File: src/rtl/operand_fetch_stage_if.sv
// Decode/execute handshake bundle for operand_fetch_stage.
// master = the fetch stage itself, slave = the surrounding decode/execute logic.
interface operand_fetch_stage_if #(
    parameter int XLEN   = 32,
    parameter int CTRL_W = 16
);
    logic              in_valid;
    logic              in_ready;
    logic [XLEN-1:0]   in_pc;
    logic [4:0]        in_rs1;
    logic [4:0]        in_rs2;
    logic              in_uses_rs1;
    logic              in_uses_rs2;
    logic [4:0]        in_rd;
    logic [CTRL_W-1:0] in_ctrl;

    logic              out_valid;
    logic              out_ready;
    logic [XLEN-1:0]   out_pc;
    logic [XLEN-1:0]   out_rs1_val;
    logic [XLEN-1:0]   out_rs2_val;
    logic [4:0]        out_rd;
    logic [CTRL_W-1:0] out_ctrl;

    modport master (
        input  in_valid, in_pc, in_rs1, in_rs2, in_uses_rs1, in_uses_rs2, in_rd, in_ctrl,
        output in_ready,
        output out_valid, out_pc, out_rs1_val, out_rs2_val, out_rd, out_ctrl,
        input  out_ready
    );

    modport slave (
        output in_valid, in_pc, in_rs1, in_rs2, in_uses_rs1, in_uses_rs2, in_rd, in_ctrl,
        input  in_ready,
        input  out_valid, out_pc, out_rs1_val, out_rs2_val, out_rd, out_ctrl,
        output out_ready
    );
endinterface

File: src/rtl/operand_fetch_stage.sv
// Decode-to-execute register: operand read, EX/WB forwarding, load-use stall.
// Optional OPFETCH_STALL_CNT_EN adds a saturating count of stall cycles.
module operand_fetch_stage #(
    parameter int XLEN   = 32,
    parameter int CTRL_W = 16
) (
    input  logic                 clk,
    input  logic                 rst_n,
    operand_fetch_stage_if.master bus,
    output logic [4:0]           rf_rs1_addr,
    output logic [4:0]           rf_rs2_addr,
    input  logic [XLEN-1:0]      rf_rs1_data,
    input  logic [XLEN-1:0]      rf_rs2_data,
    input  logic                 wb_valid,
    input  logic [4:0]           wb_rd,
    input  logic [XLEN-1:0]      wb_data,
    input  logic                 ex_valid,
    input  logic [4:0]           ex_rd,
    input  logic [XLEN-1:0]      ex_data,
    input  logic                 ex_is_load,
    input  logic                 flush,
    output logic                 hazard_stall
`ifdef OPFETCH_STALL_CNT_EN
    ,
    output logic [15:0]          stall_cnt
`endif
);

    logic              out_valid_r;
    logic [XLEN-1:0]   out_pc_r;
    logic [XLEN-1:0]   out_rs1_val_r;
    logic [XLEN-1:0]   out_rs2_val_r;
    logic [4:0]        out_rd_r;
    logic [CTRL_W-1:0] out_ctrl_r;

    logic [XLEN-1:0]   rs1_val_s;
    logic [XLEN-1:0]   rs2_val_s;
    logic              hazard_s;
    logic              ready_s;
    logic              capture_s;

    // EX beats WB because it is the younger producer; WB covers the RF write-through gap.
    function automatic logic [XLEN-1:0] resolve(
        input logic [4:0]      rs,
        input logic [XLEN-1:0] rf_data,
        input logic            f_ex_valid,
        input logic            f_ex_is_load,
        input logic [4:0]      f_ex_rd,
        input logic [XLEN-1:0] f_ex_data,
        input logic            f_wb_valid,
        input logic [4:0]      f_wb_rd,
        input logic [XLEN-1:0] f_wb_data
    );
        logic [XLEN-1:0] val;
        if (rs == 5'd0) begin
            val = {XLEN{1'b0}};
        end else if (f_ex_valid && !f_ex_is_load && (f_ex_rd == rs)) begin
            val = f_ex_data;
        end else if (f_wb_valid && (f_wb_rd == rs)) begin
            val = f_wb_data;
        end else begin
            val = rf_data;
        end
        return val;
    endfunction

    assign rf_rs1_addr = bus.in_rs1;
    assign rf_rs2_addr = bus.in_rs2;

    // Operand resolution, hazard detection and handshake decisions.
    always_comb begin
        rs1_val_s = resolve(bus.in_rs1, rf_rs1_data, ex_valid, ex_is_load, ex_rd, ex_data,
                            wb_valid, wb_rd, wb_data);
        rs2_val_s = resolve(bus.in_rs2, rf_rs2_data, ex_valid, ex_is_load, ex_rd, ex_data,
                            wb_valid, wb_rd, wb_data);
        hazard_s  = bus.in_valid & ex_valid & ex_is_load & (ex_rd != 5'd0) &
                    ((bus.in_uses_rs1 & (bus.in_rs1 == ex_rd)) |
                     (bus.in_uses_rs2 & (bus.in_rs2 == ex_rd)));
        ready_s   = !hazard_s & (!out_valid_r | bus.out_ready);
        capture_s = bus.in_valid & ready_s & !flush;
    end

    // Output bundle register: flush > capture > drain > hold.
    always_ff @(posedge clk or negedge rst_n) begin
        if (!rst_n) begin
            out_valid_r   <= 1'b0;
            out_pc_r      <= {XLEN{1'b0}};
            out_rs1_val_r <= {XLEN{1'b0}};
            out_rs2_val_r <= {XLEN{1'b0}};
            out_rd_r      <= 5'd0;
            out_ctrl_r    <= {CTRL_W{1'b0}};
        end else if (flush) begin
            out_valid_r   <= 1'b0;
        end else if (capture_s) begin
            out_valid_r   <= 1'b1;
            out_pc_r      <= bus.in_pc;
            out_rs1_val_r <= rs1_val_s;
            out_rs2_val_r <= rs2_val_s;
            out_rd_r      <= bus.in_rd;
            out_ctrl_r    <= bus.in_ctrl;
        end else if (bus.out_ready) begin
            out_valid_r   <= 1'b0;
        end else begin
            out_valid_r   <= out_valid_r;
        end
    end

    assign bus.in_ready    = ready_s;
    assign hazard_stall    = hazard_s;
    assign bus.out_valid   = out_valid_r;
    assign bus.out_pc      = out_pc_r;
    assign bus.out_rs1_val = out_rs1_val_r;
    assign bus.out_rs2_val = out_rs2_val_r;
    assign bus.out_rd      = out_rd_r;
    assign bus.out_ctrl    = out_ctrl_r;

`ifdef OPFETCH_STALL_CNT_EN
    logic [15:0] stall_cnt_r;

    // Saturating stall-cycle counter; only reset clears it, flush does not.
    always_ff @(posedge clk or negedge rst_n) begin
        if (!rst_n) begin
            stall_cnt_r <= 16'd0;
        end else if (hazard_s && (stall_cnt_r != 16'hFFFF)) begin
            stall_cnt_r <= stall_cnt_r + 16'd1;
        end else begin
            stall_cnt_r <= stall_cnt_r;
        end
    end

    assign stall_cnt = stall_cnt_r;
`endif

endmodule

File: src/flat_wrapper.sv
// flat-port wrapper written by rule: the top's interface ports become plain ports
module operand_fetch_stage_flat 
#(
    parameter int XLEN   = 32,
    parameter int CTRL_W = 16
)
  (clk, rst_n, rf_rs1_addr, rf_rs2_addr, rf_rs1_data, rf_rs2_data, wb_valid, wb_rd, wb_data, ex_valid, ex_rd, ex_data, ex_is_load, flush, hazard_stall, bus_in_valid, bus_in_pc, bus_in_rs1, bus_in_rs2, bus_in_uses_rs1, bus_in_uses_rs2, bus_in_rd, bus_in_ctrl, bus_in_ready, bus_out_valid, bus_out_pc, bus_out_rs1_val, bus_out_rs2_val, bus_out_rd, bus_out_ctrl, bus_out_ready);
  operand_fetch_stage_if #(.XLEN(XLEN), .CTRL_W(CTRL_W)) bus_i ();
  input  logic clk;
  input  logic rst_n;
  output logic [4:0] rf_rs1_addr;
  output logic [4:0] rf_rs2_addr;
  input  logic [XLEN-1:0] rf_rs1_data;
  input  logic [XLEN-1:0] rf_rs2_data;
  input  logic wb_valid;
  input  logic [4:0] wb_rd;
  input  logic [XLEN-1:0] wb_data;
  input  logic ex_valid;
  input  logic [4:0] ex_rd;
  input  logic [XLEN-1:0] ex_data;
  input  logic ex_is_load;
  input  logic flush;
  output logic hazard_stall;
  input wire logic [$bits(bus_i.in_valid)-1:0] bus_in_valid;
  input wire logic [$bits(bus_i.in_pc)-1:0] bus_in_pc;
  input wire logic [$bits(bus_i.in_rs1)-1:0] bus_in_rs1;
  input wire logic [$bits(bus_i.in_rs2)-1:0] bus_in_rs2;
  input wire logic [$bits(bus_i.in_uses_rs1)-1:0] bus_in_uses_rs1;
  input wire logic [$bits(bus_i.in_uses_rs2)-1:0] bus_in_uses_rs2;
  input wire logic [$bits(bus_i.in_rd)-1:0] bus_in_rd;
  input wire logic [$bits(bus_i.in_ctrl)-1:0] bus_in_ctrl;
  output wire logic [$bits(bus_i.in_ready)-1:0] bus_in_ready;
  output wire logic [$bits(bus_i.out_valid)-1:0] bus_out_valid;
  output wire logic [$bits(bus_i.out_pc)-1:0] bus_out_pc;
  output wire logic [$bits(bus_i.out_rs1_val)-1:0] bus_out_rs1_val;
  output wire logic [$bits(bus_i.out_rs2_val)-1:0] bus_out_rs2_val;
  output wire logic [$bits(bus_i.out_rd)-1:0] bus_out_rd;
  output wire logic [$bits(bus_i.out_ctrl)-1:0] bus_out_ctrl;
  input wire logic [$bits(bus_i.out_ready)-1:0] bus_out_ready;
  assign bus_i.in_valid = bus_in_valid;
  assign bus_i.in_pc = bus_in_pc;
  assign bus_i.in_rs1 = bus_in_rs1;
  assign bus_i.in_rs2 = bus_in_rs2;
  assign bus_i.in_uses_rs1 = bus_in_uses_rs1;
  assign bus_i.in_uses_rs2 = bus_in_uses_rs2;
  assign bus_i.in_rd = bus_in_rd;
  assign bus_i.in_ctrl = bus_in_ctrl;
  assign bus_in_ready = bus_i.in_ready;
  assign bus_out_valid = bus_i.out_valid;
  assign bus_out_pc = bus_i.out_pc;
  assign bus_out_rs1_val = bus_i.out_rs1_val;
  assign bus_out_rs2_val = bus_i.out_rs2_val;
  assign bus_out_rd = bus_i.out_rd;
  assign bus_out_ctrl = bus_i.out_ctrl;
  assign bus_i.out_ready = bus_out_ready;
  operand_fetch_stage #(.XLEN(XLEN), .CTRL_W(CTRL_W)) u_core (.clk(clk), .rst_n(rst_n), .bus(bus_i), .rf_rs1_addr(rf_rs1_addr), .rf_rs2_addr(rf_rs2_addr), .rf_rs1_data(rf_rs1_data), .rf_rs2_data(rf_rs2_data), .wb_valid(wb_valid), .wb_rd(wb_rd), .wb_data(wb_data), .ex_valid(ex_valid), .ex_rd(ex_rd), .ex_data(ex_data), .ex_is_load(ex_is_load), .flush(flush), .hazard_stall(hazard_stall));
endmodule
File: config.mk
export PLATFORM = sky130hd
export DESIGN_NAME = operand_fetch_stage_flat
export DESIGN_NICKNAME = d
export VERILOG_FILES = /design/src/rtl/operand_fetch_stage_if.sv /design/src/rtl/operand_fetch_stage.sv /design/src/flat_wrapper.sv
export SDC_FILE = /design/constraint.sdc
export NUM_CORES = 1
export LEC_CHECK = 0
export CORE_MARGIN = 1
export CORE_UTILIZATION = 27
export CTS_BUF_LIST = sky130_fd_sc_hd__clkbuf_16
export DETAILED_ROUTE_END_ITERATION = 12
export MAX_ROUTING_LAYER = met4
export PLACE_DENSITY = 0.56
export SETUP_SLACK_MARGIN = 0.05
export SLEW_MARGIN = 5
export SYNTH_ARGS = -nofsm -noshare
export SYNTH_HDL_FRONTEND = slang
export SYNTH_SLANG_ARGS = --single-unit
File: constraint.sdc
create_clock -name clk -period 3 [get_ports clk]
set_input_delay 0.6 -clock clk [delete_from_list [all_inputs] [get_ports clk]]
set_output_delay 0.6 -clock clk [all_outputs]
set_load 0.05 [all_outputs]
==> insert_results.sql <==
INSERT INTO impl_metrics (metric_group, metric, value, unit) VALUES
('route', 'drt-total-wl', '28.47', 'mm'),
('cts', 'clockBufferDepth', '2', ''),
('logic_synthesis', 'synth_top_cell_area_share', '43.46', '%'),
('logic_synthesis', 'ys_async_sr_fraction', '100.0', '%'),
('final_layout', 'finalNetCount', '1203', ''),
('placement', 'gp_routability_congestion', '0.8027', ''),
('cts', 'cts_htree_levels', '4', ''),
('setup_path', 'crit_arrival', '2.30', 'ns'),
('setup_path', 'rrSetupSlack', '1.31', 'ns'),
('setup_path', 'timing.critical_path.required', '2.40', 'ns'),
('placement', 'placed_cells', '1295', ''),
('final_layout', 'ff_latch_area', '0.002953', 'mm^2'),
('pwr', 'power_switching', '2.773', 'mW'),
('final_layout', 'utilization', '47.10', '%'),
('cts', 'cts.sink_count', '118', ''),
('route', 'routed_wire_length_per_instance', '21.39', 'um'),
('pwr', 'power_density', '623.7', 'mW/mm^2'),
('logic_synthesis', 'syn_nets', '865', ''),
('floorplanning', 'die-height', '160.6', 'um'),
('logic_synthesis', 'synth-warning-count', '0', ''),
('final_layout', 'multiInputGateArea', '0.003541', 'mm^2'),
('global_routing', 'global_route.overflow_total', '0', ''),
('floorplanning', 'effective_utilization_at_floorplan', '27.69', '%'),
('sta', 'max_slew.worst_pin.slew', '0.8898', 'ns'),
('logic_synthesis', 'ys_seq_area_share', '43.46', '%'),
('min_path', 'holdCritPathClass', 'in -> async', ''),
('logic_synthesis', 'post_synth_inst_count', '654', ''),
('logic_synthesis', 'yosysUniqueCellTypes', '34', ''),
('global_routing', 'largest_net_degree_at_the_start_of_global_routing', '61', ''),
('sta', 'setup-violations-final', '0', ''),
('sta', 'min_tclk_post_route', '2.901', 'ns'),
('sta', 'final.period_utilization', '96.70', '%'),
('placement', 'dp_hpwl', '21.44', 'mm'),
('logic_synthesis', 'syn-cell-area', '0.006794', 'mm^2'),
('sta', 'final.setup.tns', '0', 'ns'),
('floorplanning', 'floorplan.io_pins', '341', ''),
('logic_synthesis', 'yosysMostFrequentCell', 'dfrtp_1', ''),
('logic_synthesis', 'synth_area_per_cell', '10.39', 'um^2'),
('setup_path', 'critical_path.startpoint_type', 'input pin', ''),
('run', 'timing.max_cap.violations', '0', ''),
('setup_path', 'timing.rr.start', 'u_core.bus.out_valid', ''),
('sta', 'clock_skew', '0.005791', 'ns'),
('final_layout', 'drive_gt1_share', '19.70', '%'),
('setup_path', 'critical_path.max_fanout', '2', ''),
('setup_path', 'setup.worst_path.end_class', 'output pin', ''),
('pwr', 'clock_power_share', '31.8', '%'),
('cts', 'clock_tree_from_tritoncts', 'built', ''),
('final_layout', 'layout-area-overhead-vs-synth', '70.09', '%'),
('logic_synthesis', 'synth_top_cell_by_area', 'dfrtp_1', ''),
('logic_synthesis', 'ys_ff_latch', '118', ''),
('sta', 'worst_hold_slack', '0.1109', 'ns'),
('sta', 'rsz_0062_raised_after_global_routing', 'no', ''),
('cts', 'cts-buffers-inserted', '17', ''),
('setup_path', 'reg2regPathDepth', '6', ''),
('floorplanning', 'die_area', '0.02580', 'mm^2'),
('logic_synthesis', 'yosys-top-cells-area', 'dfrtp_1, mux2_2, or3_1', ''),
('route', 'drt_drc_violations_left', '0', ''),
('cts', 'clk_pin_slew_worst_paths', '0.07', 'ns'),
('logic_synthesis', 'dominantRegCellSynth', 'dfrtp_1', ''),
('final_layout', 'fillCellCount', '2342', ''),
('sta', 'hold_viol_final', '0', ''),
('setup_path', 'cp-startpoint', 'ex_rd[2]', ''),
('route', 'drt-initial-drc-count', '413', ''),
('sta', 'max_clock_freq', '344.7', 'MHz'),
('status', 'status', 'finished clean', ''),
('final_layout', 'final_cells', '1331', ''),
('pwr', 'max-vdd-ir-drop', '310.5', 'uV'),
('pwr', 'power_switching_share', '38.47', '%'),
('global_routing', 'initial_antenna_violation_count', '1', ''),
('cts', 'insertion_delay', '0.42', 'ns'),
('logic_synthesis', 'synth-edff-count', '0', '');
[final cells by class]
class,instances,share of cell area [%]
antenna,2,0.04331
multi-input combinational,453,30.64
tap,324,3.508
timing repair buffer,398,34.57
inverter,4,0.1299
clock inverter,15,1.873
sequential,118,25.55
clock buffer,17,3.681
[stage by stage]
step	total power, mW	setup slack [ns]	instance area, um^2
after floorplan	3.710	0.06332	6797
after global placement	4.941	-0.1292	10860
after detailed placement	4.955	-0.1407	10860
after CTS	7.285	0.08191	11540
after global routing	7.482	0.05439	11550
final	7.208	0.09899	11560
[critical path, stage by stage]
cell and delay [ns]:
dlygate4sd2_1 0.24, buf_4 0.14, xor2_1 0.15, a2111o_1 0.42, nor4_4 0.29, a31o_2 0.18, buf_4 0.13, buf_12 0.13
[cell families (layout without fill, tap and decap cells)]
kind of cell    count (synthesis)  after routing  share of synthesized area (%)
other cells                     0              2                              0
flops                         118            118                          43.46
xor+xnor                       20             20                          2.578
buf+inv                        83            434                          5.672
simple gates                  151            151                          12.93
compound gates                165            165                          15.97
mux                           117            117                          19.39
[worst max path at each step]
stage                         endpoint  cells past startpoint
after global placement    bus_in_ready                      7
after floorplan           bus_in_ready                      5
final                     hazard_stall                      8
after CTS                 hazard_stall                      7
after detailed placement  bus_in_ready                      7
after global routing      hazard_stall                      8
[per-layer routing]
layer  GRT usage (%)  wire length, um  part of all wire, %  vias to the layer above
li1                -                -                    -                     3188
met1           29.05            12250                   43                     3316
met2           36.17            13660                   48                      280
met3           5.940             2246                  7.9                       20
met4           5.368              315                  1.1                        0
met5               -                0                    0                        -
[placed cells by master, fill, tap and decap left out, drive strengths merged]
cell / instances
o221ai: 1
clkinvlp: 1
dfrtp: 118
a2111o: 1
mux2: 117
nand2: 32
nand2b: 2
o2111ai: 1
or2: 1
and4: 2
or4: 2
bufinv: 4
a311oi: 32
clkbuf: 17
inv: 10
o22ai: 1
xor2: 4
nand3: 2
dlygate4sd2: 4
dlymetal6s2s: 3
nor3: 3
clkdlybuf4s50: 324
nor2b: 2
o31ai: 32
a31o: 1
xnor2: 16
o21ai: 64
nand3b: 2
a31oi: 32
nor4: 33
nand4: 10
buf: 67
diode: 2
clkinv: 4
nor2: 3
or3: 57
[state kept, by name, summed over array words and instances (netlist names)]
signal and cells:
u_core.bus.out_ctrl 16, u_core.bus.out_pc 32, u_core.bus.out_rd 5, u_core.bus.out_rs1_val 32, u_core.bus.out_rs2_val 32, u_core.bus.out_valid 1
[power groups by stage]
stage          clock [mW]  combinational [mW]  sequential, mW
3_5_place_dp            0                2.88            2.08
2_1_floorplan           0               0.558            3.15
6_report             2.29                2.87            2.05
5_1_grt              2.40                2.98            2.09
3_3_place_gp            0                2.87            2.07
4_1_cts              2.34                2.89            2.06
[timing repair]
action / CTS / global route
endpoints found under the setup margin: 2 / 1
resized for setup: 9 / 3
setup buffers: 1 / 1
pin swaps: 4 / 2
No activity file was read; power rests on OpenSTA's default activity.
